File: config.mk
export PLATFORM = sky130hd
export DESIGN_NAME = opb_register_bank_simulink2ppc
export DESIGN_NICKNAME = d
export VERILOG_FILES = /design/src/rtl/opb_register_bank_simulink2ppc.sv
export SDC_FILE = /design/constraint.sdc
export NUM_CORES = 1
export LEC_CHECK = 0
export CAP_MARGIN = 20
export CORE_MARGIN = 10
export CORE_UTILIZATION = 46
export DETAILED_ROUTE_END_ITERATION = 8
export GPL_TIMING_DRIVEN = 0
export PLACE_DENSITY_LB_ADDON = 0.12
export SLEW_MARGIN = 20
export SYNTH_ARGS = -nofsm -noshare
export SYNTH_HDL_FRONTEND = slang
export SYNTH_SLANG_ARGS = --single-unit
File: constraint.sdc
create_clock -name OPB_Clk -period 2.85 [get_ports OPB_Clk]
set_input_delay 0.57 -clock OPB_Clk [delete_from_list [all_inputs] [get_ports OPB_Clk]]
set_output_delay 0.57 -clock OPB_Clk [all_outputs]
set_load 0.1 [all_outputs]
File: src/rtl/opb_register_bank_simulink2ppc.sv
// rtl/opb_register_bank_simulink2ppc.sv - OPB-readable multi-channel capture bank with freeze, new-data and overrun flags
module opb_register_bank_simulink2ppc #(
    parameter logic [31:0] C_BASEADDR    = 32'h0000_0000,
    parameter logic [31:0] C_HIGHADDR    = 32'h0000_00FF,
    parameter int          C_OPB_AWIDTH  = 32,
    parameter int          C_OPB_DWIDTH  = 32,
    parameter int          C_NUM_REGS    = 4,
    parameter int          C_USER_DWIDTH = 32,
    parameter              C_FAMILY      = "virtex5"
) (
    input  logic                                 OPB_Clk,
    input  logic                                 OPB_Rst,
    input  logic [0:31]                          OPB_ABus,
    input  logic [0:3]                           OPB_BE,
    input  logic [0:31]                          OPB_DBus,
    input  logic                                 OPB_RNW,
    input  logic                                 OPB_select,
    input  logic                                 OPB_seqAddr,
    output logic [0:31]                          Sl_DBus,
    output logic                                 Sl_xferAck,
    output logic                                 Sl_errAck,
    output logic                                 Sl_retry,
    output logic                                 Sl_toutSup,
    input  logic [C_NUM_REGS*C_USER_DWIDTH-1:0]  user_data_in,
    input  logic [C_NUM_REGS-1:0]                user_valid
);

    localparam int          N        = C_NUM_REGS;
    localparam int          W        = C_USER_DWIDTH;
    localparam logic [31:0] SPAN     = C_HIGHADDR - C_BASEADDR;
    localparam logic [29:0] K_CTRL   = 30'(N);
    localparam logic [29:0] K_STATUS = 30'(N + 1);
    localparam logic [29:0] K_OVR    = 30'(N + 2);

    // IBM bit 0 is the MSB, so a plain vector assignment yields LSB-0 values.
    logic [31:0] addr;
    logic [31:0] wdata;
    logic [3:0]  be;
    logic [31:0] offset;
    logic [29:0] k;
    logic        hit;
    logic        accept;
    logic        rd_acc;
    logic        wr_acc;

    assign addr   = OPB_ABus;
    assign wdata  = OPB_DBus;
    assign be     = OPB_BE;
    assign offset = addr - C_BASEADDR;
    assign k      = offset[31:2];
    assign hit    = OPB_select & (offset <= SPAN);
    assign accept = hit & ~Sl_xferAck;
    assign rd_acc = accept & OPB_RNW;
    assign wr_acc = accept & ~OPB_RNW;

    logic [W-1:0] data_q [N];
    logic         freeze_q;
    logic [N-1:0] new_q;
    logic [N-1:0] ovr_q;
    logic [N-1:0] new_d;
    logic [N-1:0] ovr_d;
    logic [N-1:0] cap;
    logic [N-1:0] rd_clr;
    logic [N-1:0] w1c;
    logic [31:0]  rd_mux;
    logic [31:0]  rd_q;

    always_comb begin
        rd_mux = 32'h0;
        for (int i = 0; i < N; i++) begin
            if (k == 30'(i)) rd_mux = 32'(data_q[i]);
        end
        if (k == K_CTRL)   rd_mux = {31'h0, freeze_q};
        if (k == K_STATUS) rd_mux = 32'(new_q);
        if (k == K_OVR)    rd_mux = 32'(ovr_q);
    end

    // A read clearing NEW in the capture cycle keeps that capture from counting as an overrun.
    always_comb begin
        cap    = '0;
        rd_clr = '0;
        w1c    = '0;
        new_d  = '0;
        ovr_d  = '0;
        for (int i = 0; i < N; i++) begin
            cap[i]    = user_valid[i] & ~freeze_q;
            rd_clr[i] = rd_acc & (k == 30'(i));
            w1c[i]    = wr_acc & (k == K_OVR) & wdata[i] & be[i/8];
            new_d[i]  = cap[i] | (new_q[i] & ~rd_clr[i]);
            ovr_d[i]  = (cap[i] & new_q[i] & ~rd_clr[i]) | (ovr_q[i] & ~w1c[i]);
        end
    end

    always_ff @(posedge OPB_Clk or negedge OPB_Rst) begin
        if (!OPB_Rst) begin
            Sl_xferAck <= 1'b0;
            rd_q       <= 32'h0;
            freeze_q   <= 1'b0;
            new_q      <= '0;
            ovr_q      <= '0;
            for (int i = 0; i < N; i++) data_q[i] <= '0;
        end else begin
            Sl_xferAck <= accept;
            rd_q       <= rd_acc ? rd_mux : 32'h0;
            if (wr_acc && (k == K_CTRL) && be[0]) freeze_q <= wdata[0];
            new_q <= new_d;
            ovr_q <= ovr_d;
            for (int i = 0; i < N; i++) begin
                if (cap[i]) data_q[i] <= user_data_in[i*W +: W];
            end
        end
    end

    assign Sl_DBus    = rd_q;
    assign Sl_errAck  = 1'b0;
    assign Sl_retry   = 1'b0;
    assign Sl_toutSup = 1'b0;

    logic unused_ok;
    assign unused_ok = &{1'b0, OPB_seqAddr, offset[1:0], wdata, (C_FAMILY != ""),
                         (C_OPB_AWIDTH == 32), (C_OPB_DWIDTH == 32)};

endmodule
==> metrics, run 1 <==
clock group share of total power 0.424; Post-Synthesis Cells 752; Clock Path Buffers 2; hold crit path type input pin to async pin; Congestion Overflow GR 0; Switch Pwr 0.001420 W; Fill cells 1322; worst path arrival time 3040 ps; Inserted Clock Buffers 17; element type at the critical path end flop; sequential share of the synthesized area 0.5799; Internal Pwr Total 0.004475 W; multi-input logic area 2897 um^2; fin crit share 0.9391; largest net degree at the start of global routing 96; DRT antenna net count 0; PD cells 567.7 nW/um^2; Slew @ Worst Pin 1038 ps; Initial Util 0.4652; DRT iter0 DRCs 454; WP depth 7; Hold Vio Cnt, Final 0; final WL 22.89 mm; Worst path top cell family by delay buffers and inverters; first-pass GRT wire length 35.39 mm; clock skew 6.697 ps; clk root buf clkbuf_16; leakage 4.708 nW; io pins 241; most common cell after layout, fill and taps aside nand2_1; outcome completed; Worst R2R Setup Slack 590 ps; die area 21400 um^2; clk_lat worst skew 430 ps; worst setup path start OPB_ABus[28]; row count 46; Switching Fraction 0.2409; Final Slew Violations 0; peak supply drop 442.8 uV; Top Usage Layer GRT met2; Worst R2R Path Depth 6; Cell Area, Synth 7336 um^2; WP data required 3210 ps; CTS H-tree depth 4; Final Instance Area 10390 um^2; worst r2r src Sl_xferAck$_DFF_PN0_; Critical Path Slowest Stage Cell clkdlybuf4s50_1; Setup CP Type input pin to flop; sequential power share 0.452; DRC viols 0; Warnings, synthesis 0; Distinct cells, synth 37; synthesized flop and latch total 170; Die Y 146.3 um; Max Clk Rate 373.6 MHz; DR vias 6166; Sinks on Clock Net 170; final critical-path setup slack 173.4 ps; reg2reg end Sl_DBus[15]$_DFF_PN0_; Layout area overhead 41.57%; PortBufs 203; Worst-path clk slew 70 ps; 1st-pass router iterations 5; met1 Use GR 0.2513; unrepaired setup endpoints after global routing no; Comb power frac 0.123; Detailed Place HPWL 17.21 mm; Tot GR Track Use 0.2119; slowest stage delay, CP 570 ps; GR Util met2 0.3444; Sequential cell area 4254 um^2; crit path max fanout 10; dpl ws -1169 ps; DR WL/cell 18.92 um; Setup crit end Sl_DBus[18]$_DFF_PN0_; vias per cell 5.096; vias in the first global route 6391; final worst path period need 2677 ps; Post-DP Area 9678 um^2; share of cells above drive strength 1 0.1056; n_diodes 0; initial antenna violation count 2; die width 146.3 um; core area 15770 um^2; Final Wtd Congestion 0.8627; Max-slew headroom 0.3057; Syn Area/Cell 9.755 um^2; TritonCTS clock tree yes; layout net count 1186; Buf/Inv on CP 4; met3 usage 0.07108; endpoints failing setup 0; most frequent cells in the layout nand2_1 (312), clkdlybuf4s50_1 (202), dfrtp_1 (170); Setup crit start kind input pin; Max-Cap Viols 0; CP cell instances clkdlybuf4s50_1 > clkbuf_1 > nand4_1 > nor4_4 > buf_4 > clkbuf_2 > a32o_1
==> state kept, by name, indices dropped and copies added, names as in the netlist <==
| name | flops |
|---|---|
| Sl_xferAck | 1 |
| data_q | 128 |
| new_q | 4 |
| Sl_DBus | 32 |
| ovr_q | 4 |
| freeze_q | 1 |
==> layer usage <==
layer | routed length [um] | up-vias
met1 | 9515 | 2968
li1 | - | 2944
met4 | 803 | 4
met2 | 10870 | 210
met3 | 1687 | 40
met5 | 21 | -
==> what timing repair did <==
item | 4_1_cts | 5_1_grt
endpoints found under the setup margin | 28 | 20
gates cloned | 0 | 0
pin swaps | 2 | 1
hold buffers | 0 | 0
setup buffers | 2 | 2
resized for setup | 5 | 3
==> area by class of cell <==
class                           instances  share of cell area
Sequential cell                       170              0.4096
Multi-Input combinational cell        532              0.2789
Timing Repair Buffer                  208              0.2017
Clock buffer                           19             0.04361
Tap cell                              216             0.02602
Buffer                                 50             0.02096
Clock inverter                         13             0.01843
Inverter                                2           0.0007229
==> worst reg2reg max path, stage by stage (launching register included) <==
cell	delay, ps
dfrtp_1	380
nor4b_2	390
nand2_1	300
nor3_2	370
nand2b_1	160
clkbuf_1	290
nor3_1	270
==> worst min path at each step <==
stage,end,from,slack [ps]
6_report,data_q[91]$_DFFE_PN0P_,OPB_Rst,130
2_1_floorplan,Sl_DBus[0]$_DFF_PN0_,OPB_Rst,270
5_1_grt,data_q[91]$_DFFE_PN0P_,OPB_Rst,180
4_1_cts,data_q[91]$_DFFE_PN0P_,OPB_Rst,190
3_5_place_dp,data_q[49]$_DFFE_PN0P_,data_q[49]$_DFFE_PN0P_,450
3_3_place_gp,data_q[54]$_DFFE_PN0P_,data_q[54]$_DFFE_PN0P_,450
==> stage by stage <==
step | TNS, ps | total power [W] | hold WS [ps] | util | instances
after CTS | 0 | 0.005940 | 190.7 | 0.6571 | 1208
final | 0 | 0.005895 | 134.5 | 0.6585 | 1210
after floorplan | 0 | 0.003005 | 274.4 | - | 754
after detailed placement | -22740 | 0.003440 | 453.1 | 0.6137 | 1174
after global routing | 0 | 0.006125 | 183.5 | 0.6585 | 1210
after global placement | -1014820 | 0.003421 | 449.1 | 0.6116 | 1173
==> Yosys cell counts <==
| master | n | area share |
|---|---|---|
| mux2_2 | 48 | 0.074 |
| nand3_1 | 6 | 0.0041 |
| a2111oi_4 | 1 | 0.0038 |
| buf_4 | 3 | 0.0031 |
| o22ai_1 | 15 | 0.013 |
| nand3b_1 | 1 | 0.0010 |
| inv_1 | 2 | 0.0010 |
| nor4_4 | 4 | 0.012 |
| a21oi_1 | 5 | 0.0034 |
| o41ai_1 | 1 | 0.0012 |
| o311a_1 | 3 | 0.0041 |
| nor4_2 | 2 | 0.0034 |
| buf_6 | 2 | 0.0031 |
| nand4_4 | 1 | 0.0029 |
| and4_1 | 1 | 0.0012 |
| o21bai_1 | 1 | 0.0010 |
| a32o_1 | 16 | 0.022 |
| conb_1 | 1 | 0.00051 |
| nor3b_1 | 1 | 0.0010 |
| dfrtp_1 | 170 | 0.58 |
| mux4_2 | 1 | 0.0031 |
| nand4_1 | 1 | 0.00085 |
| o2bb2ai_1 | 4 | 0.0048 |
| o32ai_1 | 3 | 0.0036 |
| nor4_1 | 3 | 0.0026 |
| o21ai_0 | 17 | 0.012 |
| mux2i_1 | 1 | 0.0014 |
| or3_1 | 2 | 0.0017 |
| o31ai_1 | 1 | 0.0010 |
| clkbuf_1 | 41 | 0.021 |
| nand2_1 | 312 | 0.16 |
| nor2_1 | 36 | 0.018 |
| nor2b_1 | 6 | 0.0051 |
| nor4b_1 | 1 | 0.0012 |
| buf_1 | 4 | 0.0020 |
| nor3_1 | 14 | 0.0096 |
| nand2b_1 | 21 | 0.018 |
==> logic make-up (layout without fill, tap and decap cells) <==
logic type / after synthesis / in the layout / synth area share
AO/OA/AOI/OAI: 67 / 67 / 0.06908
buffers and inverters: 52 / 292 / 0.03019
flip-flops: 170 / 170 / 0.5799
multiplexers: 50 / 50 / 0.07812
other: 1 / 3 / 0.0005112
AND/OR/NAND/NOR: 412 / 412 / 0.2422
==> power by group through the flow <==
stage	Sequential (W)	Clock [W]	Combinational, W
2_1_floorplan	0.00268	0	0.000322
3_3_place_gp	0.00271	0	0.000715
3_5_place_dp	0.00271	0	0.000732
4_1_cts	0.00267	0.00254	0.000736
5_1_grt	0.00269	0.00264	0.000797
6_report	0.00267	0.00250	0.000727
No activity file was read; power rests on OpenSTA's default activity.
==> inputs of run 2 (changes only) <==
--- a/config.mk
+++ b/config.mk
@@ -6,6 +6,7 @@
 export NUM_CORES = 1
 export LEC_CHECK = 0
 export CAP_MARGIN = 20
+export CORE_ASPECT_RATIO = 0.6
 export CORE_MARGIN = 10
 export CORE_UTILIZATION = 46
 export DETAILED_ROUTE_END_ITERATION = 8
==> run 2 against run 1 <==
Critical path depth increased by 1. Clock skew increased by 4.0 ps. Register-to-register slack got worse by 90 ps. Global-route usage increased by 0.86 points. Clock power decreased by 10%. Maximum frequency decreased by 2.5%. Sequential cell count unchanged. Sequential power about the same. Die area increased by 0.78%. Largest cell class unchanged.
==> metrics, run 2 (synthesis results as in run 1) <==
outcome completed; Comb power frac 0.133 (+0.010); Final Wtd Congestion 0.8830 (+2.4%); Worst path top cell family by delay simple AND/OR/NAND/NOR gates; Clock Path Buffers 2 (unchanged); peak supply drop 406.0 uV (-8.3%); Finished Core Util 0.6626 (+0.004110); Worst-path clk slew 70 ps (about the same); cts hold-fix bufs 0 (unchanged); Switching Fraction 0.2708 (+0.02998); most common cell after layout, fill and taps aside nand2_1; sequential power share 0.470 (+0.018); vias per cell 5.232 (+2.7%); Post-DP Area 9662 um^2 (-0.17%); clock skew 10.74 ps (+4.044 ps); first-pass GRT wire length 37.08 mm (+4.8%); setup TNS 0 ps (unchanged); crit-path most repeated cell buf_6; largest net degree at the start of global routing 100 (+4.2%); vias in the first global route 6370 (-0.33%); PortBufs 203 (unchanged); worst path arrival time 3100 ps (+60 ps); clock group share of total power 0.397 (-0.027); Final Instance Area 10270 um^2 (-1.1%); Setup CP Type input pin to flop; Layout area overhead 40.03%; hold_ws 101.1 ps (-33.46 ps); clk_lat worst skew 430 ps (about the same); io pins 241 (unchanged); layout net count 1183 (-0.25%); n_diodes 0 (unchanged); die area 21560 um^2 (+0.78%); PD cells 552.2 nW/um^2 (-2.7%); Initial Util 0.4732 (+0.008034); core area 15500 um^2 (-1.7%); most frequent cells in the layout nand2_1 (312), clkdlybuf4s50_1 (202), dfrtp_1 (170); WP depth 8 (+1); Slew @ Worst Pin 1007 ps (-31.36 ps); leakage 4.664 nW (-0.94%); unrepaired setup endpoints after global routing no; Max Clk Rate 364.4 MHz (-2.5%); Max-Cap Viols 0 (unchanged); Inserted Clock Buffers 17 (unchanged); Fill cells 1253 (-5.2%); hold crit path type input pin to async pin; Die Y 117.8 um (-19%); DR vias 6247 (+1.3%); fin crit share 0.9630 (+0.02388); Buf/Inv on CP 3 (-1); Congestion Overflow GR 0 (unchanged); CP cell instances clkdlybuf4s50_1 > nor4_4 > nand4_4 > or3_1 > buf_6 > a2111oi_4 > buf_6 > a32o_1; die width 183.0 um (+25%); TritonCTS clock tree yes; Top reg by flops data_q; final WL 23.86 mm (+4.2%); Switch Pwr 0.001536 W (+8.2%); endpoints failing setup 0 (unchanged); CTS H-tree depth 4 (unchanged); slowest stage delay, CP 500 ps (-70 ps); Hold Vio Cnt, Final 0 (unchanged); DRC viols 0 (unchanged); share of cells above drive strength 1 0.1019 (-0.003717); 1st-pass router iterations 5 (unchanged); initial antenna violation count 0 (-2); Detailed Place HPWL 17.92 mm (+4.1%); DRT iter0 DRCs 790 (+74%); row count 35 (-24%); DRT antenna net count 0 (unchanged); Critical Path Slowest Stage Cell a2111oi_4; Internal Pwr Total 0.004136 W (-7.6%); Final Slew Violations 0 (unchanged); Max-slew headroom 0.3266 (+0.02097); final worst path period need 2745 ps (+68.06 ps); WP data required 3210 ps (about the same); crit path max fanout 10 (unchanged); DR WL/cell 19.99 um (+5.6%); Sinks on Clock Net 170 (unchanged); Largest register FFs 128 (unchanged); element type at the critical path end flop; Setup crit start kind input pin; clk root buf clkbuf_16; Tot GR Track Use 0.2205 (+0.008646); Worst R2R Path Depth 6 (unchanged)
run 2: cell count changes in the layout (fill, tap and decap cells not counted):
| cell | before | now |
|---|---|---|
| clkinv_8 | 0 | 1 |
| inv_6 | 1 | 4 |
| bufinv_16 | 4 | 0 |
| inv_8 | 0 | 3 |
| clkinvlp_4 | 3 | 1 |
| clkinv_2 | 1 | 0 |
| buf_4 | 7 | 4 |
| clkbuf_1 | 39 | 40 |
| clkbuf_8 | 2 | 1 |
run 2: what timing repair did:
item | in CTS | in global routing
endpoints found under the setup margin | 28 | 23
gates resized for setup | 4 | 5
cloned | 0 | 0
hold endpoints to repair | 0 | 0
pin swaps | 2 | 1
buffers inserted | 1 | 0
run 2: power by group through the flow:
| stage | Combinational, W | Sequential (W) | Clock (W) |
|---|---|---|---|
| 2_1_floorplan | 0.000322 | 0.00268 | 0 |
| 3_3_place_gp | 0.000730 | 0.00271 | 0 |
| 3_5_place_dp | 0.000749 | 0.00271 | 0 |
| 4_1_cts | 0.000755 | 0.00267 | 0.00226 |
| 5_1_grt | 0.000827 | 0.00269 | 0.00236 |
| 6_report | 0.000755 | 0.00267 | 0.00225 |
run 2: layout make-up:
cell class	count	area, um^2	area share
repair buffers	205	2072	0.2017
flip-flops and latches	170	4254	0.4141
plain buffers	50	217.7	0.02119
well taps	203	254.0	0.02473
clock buffers	19	442.9	0.04312
multi-input cells	532	2897	0.2820
clock inverters	13	127.6	0.01242
inverters	2	7.507	0.0007308
run 2: final timing paths:
path	start	endpoint	slack (ps)
max	OPB_ABus[12]	Sl_DBus[27]$_DFF_PN0_	110
min	OPB_Rst	data_q[89]$_DFFE_PN0P_	100
max reg2reg	Sl_xferAck$_DFF_PN0_	Sl_DBus[21]$_DFF_PN0_	500
min reg2reg	data_q[37]$_DFFE_PN0P_	data_q[37]$_DFFE_PN0P_	470
max in group asynchronous	OPB_Rst	Sl_DBus[22]$_DFF_PN0_	1870
min in group OPB_Clk	data_q[37]$_DFFE_PN0P_	data_q[37]$_DFFE_PN0P_	470
run 2: metal layers:
metal | share of wire | vias to the layer above | track usage
li1 | - | 2929 | -
met1 | 0.48 | 3014 | 0.3281
met2 | 0.41 | 285 | 0.3064
met3 | 0.098 | 19 | 0.06658
met4 | 0.0075 | 0 | 0.04386
met5 | 0 | - | 0
run 2: stage by stage:
| step | total power, W | std cells | worst slack, ps |
|---|---|---|---|
| 6_report | 0.005673 | 1194 | 105.4 |
| 2_1_floorplan | 0.003005 | 754 | 229.3 |
| 4_1_cts | 0.005682 | 1194 | 47.75 |
| 3_3_place_gp | 0.003436 | 1160 | -5741 |
| 3_5_place_dp | 0.003457 | 1161 | -1079 |
| 5_1_grt | 0.005877 | 1194 | 2.401 |
